## src/rtl/cpu_cu.sv

```systemverilog
// rtl/cpu_cu.sv - CPU control unit: fetch/decode/execute FSM driving the execution unit (optional CU_PERF_CNT_EN retired-instruction counter)
module cpu_cu #(
  parameter logic [3:0] ALU_PASS_R = 4'h0,
  parameter logic [3:0] ALU_PASS_S = 4'h1
) (
  input  logic        clk,
  input  logic        reset,
  input  logic [15:0] ir,
  input  logic        c,
  input  logic        n,
  input  logic        z,
  output logic        pc_ld,
  output logic        pc_inc,
  output logic        ir_ld,
  output logic        adr_sel,
  output logic        s_sel,
  output logic        reg_w_en,
  output logic        mem_w_en,
  output logic [3:0]  alu_op,
  output logic [2:0]  w_adr,
  output logic [2:0]  r_adr,
  output logic [2:0]  s_adr,
  output logic        halted,
  output logic        illegal,
  output logic [15:0] instr_cnt
);

  localparam logic [2:0] ST_RST     = 3'd0;
  localparam logic [2:0] ST_FETCH   = 3'd1;
  localparam logic [2:0] ST_DECODE  = 3'd2;
  localparam logic [2:0] ST_EXECUTE = 3'd3;
  localparam logic [2:0] ST_HALT    = 3'd4;

  localparam logic [2:0] CL_ALU  = 3'b000;
  localparam logic [2:0] CL_LD   = 3'b001;
  localparam logic [2:0] CL_ST   = 3'b010;
  localparam logic [2:0] CL_JMP  = 3'b011;
  localparam logic [2:0] CL_BR   = 3'b100;
  localparam logic [2:0] CL_HALT = 3'b110;
  localparam logic [2:0] CL_ILL  = 3'b111;

  logic [2:0] state;
  logic [2:0] state_nxt;
  logic       illegal_q;
  logic       cond_true;
  logic [2:0] iclass;

  assign iclass = ir[15:13];
  assign w_adr  = ir[8:6];
  assign r_adr  = ir[5:3];
  assign s_adr  = ir[2:0];
  assign halted  = (state == ST_HALT);
  assign illegal = illegal_q;

  // Branch condition select from the live IDP flags
  always_comb begin
    cond_true = 1'b0;
    case (ir[10:9])
      2'b00:   cond_true = z;
      2'b01:   cond_true = ~z;
      2'b10:   cond_true = c;
      default: cond_true = n;
    endcase
  end

  // Next-state decision; HALT and illegal classes leave from DECODE
  always_comb begin
    state_nxt = state;
    case (state)
      ST_RST:     state_nxt = ST_FETCH;
      ST_FETCH:   state_nxt = ST_DECODE;
      ST_DECODE:  state_nxt = (iclass == CL_HALT || iclass == CL_ILL) ? ST_HALT : ST_EXECUTE;
      ST_EXECUTE: state_nxt = ST_FETCH;
      ST_HALT:    state_nxt = ST_HALT;
      default:    state_nxt = ST_RST;
    endcase
  end

  // State register
  always_ff @(posedge clk or posedge reset) begin
    if (reset) state <= ST_RST;
    else       state <= state_nxt;
  end

  // Sticky illegal flag, set when DECODE sees the illegal class
  always_ff @(posedge clk or posedge reset) begin
    if (reset)                                          illegal_q <= 1'b0;
    else if (state == ST_DECODE && iclass == CL_ILL)    illegal_q <= 1'b1;
  end

  // Moore strobes from state plus held IR
  always_comb begin
    pc_ld    = 1'b0;
    pc_inc   = 1'b0;
    ir_ld    = 1'b0;
    adr_sel  = 1'b0;
    s_sel    = 1'b0;
    reg_w_en = 1'b0;
    mem_w_en = 1'b0;
    alu_op   = 4'h0;
    case (state)
      ST_FETCH: begin
        ir_ld  = 1'b1;
        pc_inc = 1'b1;
      end
      ST_EXECUTE: begin
        case (iclass)
          CL_ALU: begin
            alu_op   = ir[12:9];
            reg_w_en = 1'b1;
          end
          CL_LD: begin
            adr_sel  = 1'b1;
            s_sel    = 1'b1;
            alu_op   = ALU_PASS_S;
            reg_w_en = 1'b1;
          end
          CL_ST: begin
            adr_sel  = 1'b1;
            alu_op   = ALU_PASS_S;
            mem_w_en = 1'b1;
          end
          CL_JMP: begin
            alu_op = ALU_PASS_R;
            pc_ld  = 1'b1;
          end
          CL_BR: begin
            alu_op = ALU_PASS_R;
            pc_ld  = cond_true;
          end
          default: ;
        endcase
      end
      default: ;
    endcase
  end

`ifdef CU_PERF_CNT_EN
  logic [15:0] cnt_q;

  // Retired-instruction counter, bumps on the edge leaving EXECUTE
  always_ff @(posedge clk or posedge reset) begin
    if (reset)                    cnt_q <= 16'h0000;
    else if (state == ST_EXECUTE) cnt_q <= cnt_q + 16'h0001;
  end

  assign instr_cnt = cnt_q;
`else
  assign instr_cnt = 16'h0000;
`endif

endmodule

```

## config.mk

```make
export PLATFORM = sky130hd
export DESIGN_NAME = cpu_cu
export DESIGN_NICKNAME = d
export VERILOG_FILES = /design/src/rtl/cpu_cu.sv
export SDC_FILE = /design/constraint.sdc
export NUM_CORES = 1
export LEC_CHECK = 0
export CAP_MARGIN = 30
export CORE_AREA = 5 5 50 52
export CTS_CLUSTER_SIZE = 30
export DETAILED_ROUTE_END_ITERATION = 16
export DIE_AREA = 0 0 55 57
export PLACE_DENSITY = 0.78
export SLEW_MARGIN = 15
export SYNTH_ARGS = -nofsm -noshare
export SYNTH_HDL_FRONTEND = slang
export SYNTH_SLANG_ARGS = --single-unit
export TNS_END_PERCENT = 30
```

## constraint.sdc

```tcl
create_clock -name clk -period 2.1 [get_ports clk]
set_clock_uncertainty 0.15 [all_clocks]
set_input_delay 0.21 -clock clk [delete_from_list [all_inputs] [get_ports clk]]
set_output_delay 0.21 -clock clk [all_outputs]
set_load 0.1 [all_outputs]
```

==> results by group <==
Power
  – Leak: 0.383 nW
  – Max IR drop VDD: 675 uV
  – Pwr Density: 1290 mW/mm2
  – Tot Pwr: 1.19 mW

Routing
  – ANT nets after route: 0
  – DRC viols: 0
  – Vias/cell: 3.99
  – DR pass1 iterations: 2
  – Vias: 455
  – WL final: 1.32 mm
  – Iter 0 DRT Violations: 2
  – Average routed wire per standard cell: 11.6 um

Setup path
  – R2R depth: 3
  – R2r startpoint: state[0]$_DFF_PP0_
  – Worst reg2reg path endpoint: state[2]$_DFF_PP0_
  – Worst EP arrival: 1.65 ns
  – FF-to-FF setup slack: 0.85 ns
  – Critical Path RT: 1.74 ns
  – Worst setup startpoint: ir[10]
  – Last element of the critical path: pc_ld
  – Crit end category: primary output
  – CP Launch Type: input port
  – CP max FO: 4
  – Critical path class: input port to primary output

Placed design
  – Post-place instance area: 890 um2
  – HPWL after DPL: 1.19 mm
  – RePlAce Congestion: 0.667
  – DP Cell Count: 111
  – IO buf count: 24

Cells and area
  – Final nets: 109
  – Diode count: 0
  – Final non-filler cell total: 114
  – P&R area growth vs syn: 67.1%
  – Layout cells sized above 1: 44.2%
  – Final core occ: 45.0%
  – Final Cell Area: 928 um2

Clocking
  – Number of setup buffers added after CTS: 0
  – Worst skew pair latency: 0.23 ns
  – CTS tree: yes
  – CTS H-tree lvls: 1
  – Clock Pin Slew Worst Setup and Hold Paths: 0.04 ns
  – Clock Sinks: 4
  – # hold bufs at CTS: 0
  – CTS Root Cell: clkbuf_4
  – Max Root-Sink Buffers: 2
  – Inserted Clock Buffers: 3

Synthesis
  – Largest cells by area after synthesis: buf_4, dfrtp_1, nor3b_1, and2_1, nor2b_1
  – Mean post-synth cell area: 8.42 um2
  – Area leader, netlist: buf_4
  – Netlist Area Pre-Place: 556 um2
  – Ys Warns: 0
  – Post-synth top area share: 35.1%
  – Post-synthesis sequential area ratio: 18.0%
  – Flops & latches, synth: 4
  – Netlist cell types: 26
  – Syn Inst Count: 66

Floorplanning
  – DIE HEIGHT: 57 um
  – Core Region: 0.00206 mm2
  – Initial Util: 26.9%
  – Die ar.: 0.00314 mm2
  – Io pins: 59
  – Die width: 55 um
  – Row Count: 17

Status
  – Run status: finished, final reports clean

Global routing
  – Initial antenna violation count: 0
  – Vias in the first global route: 454
  – First-pass GRT wire length: 1.98 mm
  – Total grt overflow: 0
  – Largest net degree at the start of global routing: 8
  – GR Util All Layers: 8.49%

Timing
  – Fin. Hold Viols: 0
  – Fmax: 0.498 GHz
  – RSZ-0062 raised after global routing: false
  – Final setup vio count: 0
  – Final Max Tran Viols: 0
  – Min Tclk post-route: 2.01 ns
  – Post-route clock period utilization: 95.5%
  – Setup TNS: 0 ns

Flow run
  – Max Cap Violations: 0

Worst hold path
  – Worst Hold Class: input port to asynchronous set/reset pin
## Yosys cell counts, drive strengths merged
cell type,number
nand4bb,1
and2,4
buf,28
nor3b,4
nand2,2
conb,1
inv,1
a32oi,1
nor3,2
nand2b,2
a21o,1
mux2,1
a21oi,2
nor2b,3
xnor2,1
nor2,4
nand4b,1
dfrtp,4
a211oi,1
a2111oi,1
or2,1
## worst min-delay path by stage
stage / start / to / slack [ns] / cells after the start
after floorplan: reset / illegal$_DFFE_PP0P_ / -0.17 / 1
after global placement: reset / illegal$_DFFE_PP0P_ / 0.25 / 2
after detailed placement: reset / illegal$_DFFE_PP0P_ / 0.26 / 2
after CTS: reset / illegal$_DFFE_PP0P_ / 0.002 / 2
after global routing: reset / illegal$_DFFE_PP0P_ / 0.005 / 2
final: reset / illegal$_DFFE_PP0P_ / 0.009 / 2
## routing by layer
layer	vias up	share of wire, %	GRT usage (%)
met1	215	32	8.95
met3	0	16	3.13
met2	27	52	13.9
met4	0	0	5.21
li1	213	-	-
met5	-	0	0
## state kept, by name, indices dropped and copies added (netlist names)
signal,flops
illegal,1
state,3
## per-stage QoR
stage               hold WS (ns)  setup WS, ns
floorplan                 -0.174        -0.181
global placement           0.245        0.0920
detailed placement         0.255        0.0478
CTS                      0.00215        0.0166
global route             0.00492        0.0134
finish                   0.00873        0.0940
## kinds of logic after synthesis
kind of cell	synth area share (%)
and+or+nand+nor	28.2
xor gates and xnor gates	1.58
buffers and inverters	40.5
AOI/OAI and AO/OA	9.01
other	0.675
muxes	2.03
DFF	18.0
## worst max-delay path, stage by stage
cell and delay, ns:
clkdlybuf4s50_1 0.51, mux2_2 0.34, a32oi_1 0.25, a2111oi_4 0.13, buf_12 0.19
## area by class of cell
cell class | count | area [um2]
fill | 220 | 1130
inverter | 1 | 3.75
clock buffer | 3 | 22.5
multi-input combinational | 48 | 364
timing repair buffer | 30 | 403
sequential | 4 | 100
tap | 28 | 35.0
## power by group
group	switching [mW]	internal, mW
sequential	0.0532	0.110
clock	0.0291	0.0638
combinational	0.649	0.290
## placed cells by master (no fill, tap or decap), types with 2 or more instances in the layout
master,instances
a21oi_1,2
and2_1,2
buf_12,12
buf_4,7
clkbuf_4,3
clkdlybuf4s50_1,11
conb_1,16
dfrtp_1,4
nand2_1,2
nand2b_1,2
nor2_1,2
nor2b_1,2
nor3_2,2
nor3b_2,2
## what timing repair did
action                                  4_1_cts  5_1_grt
endpoints found under the setup margin        3        3
resized for setup                             1        1
endpoints found under the hold margin         0        0
(Power assumes the default switching activity.)
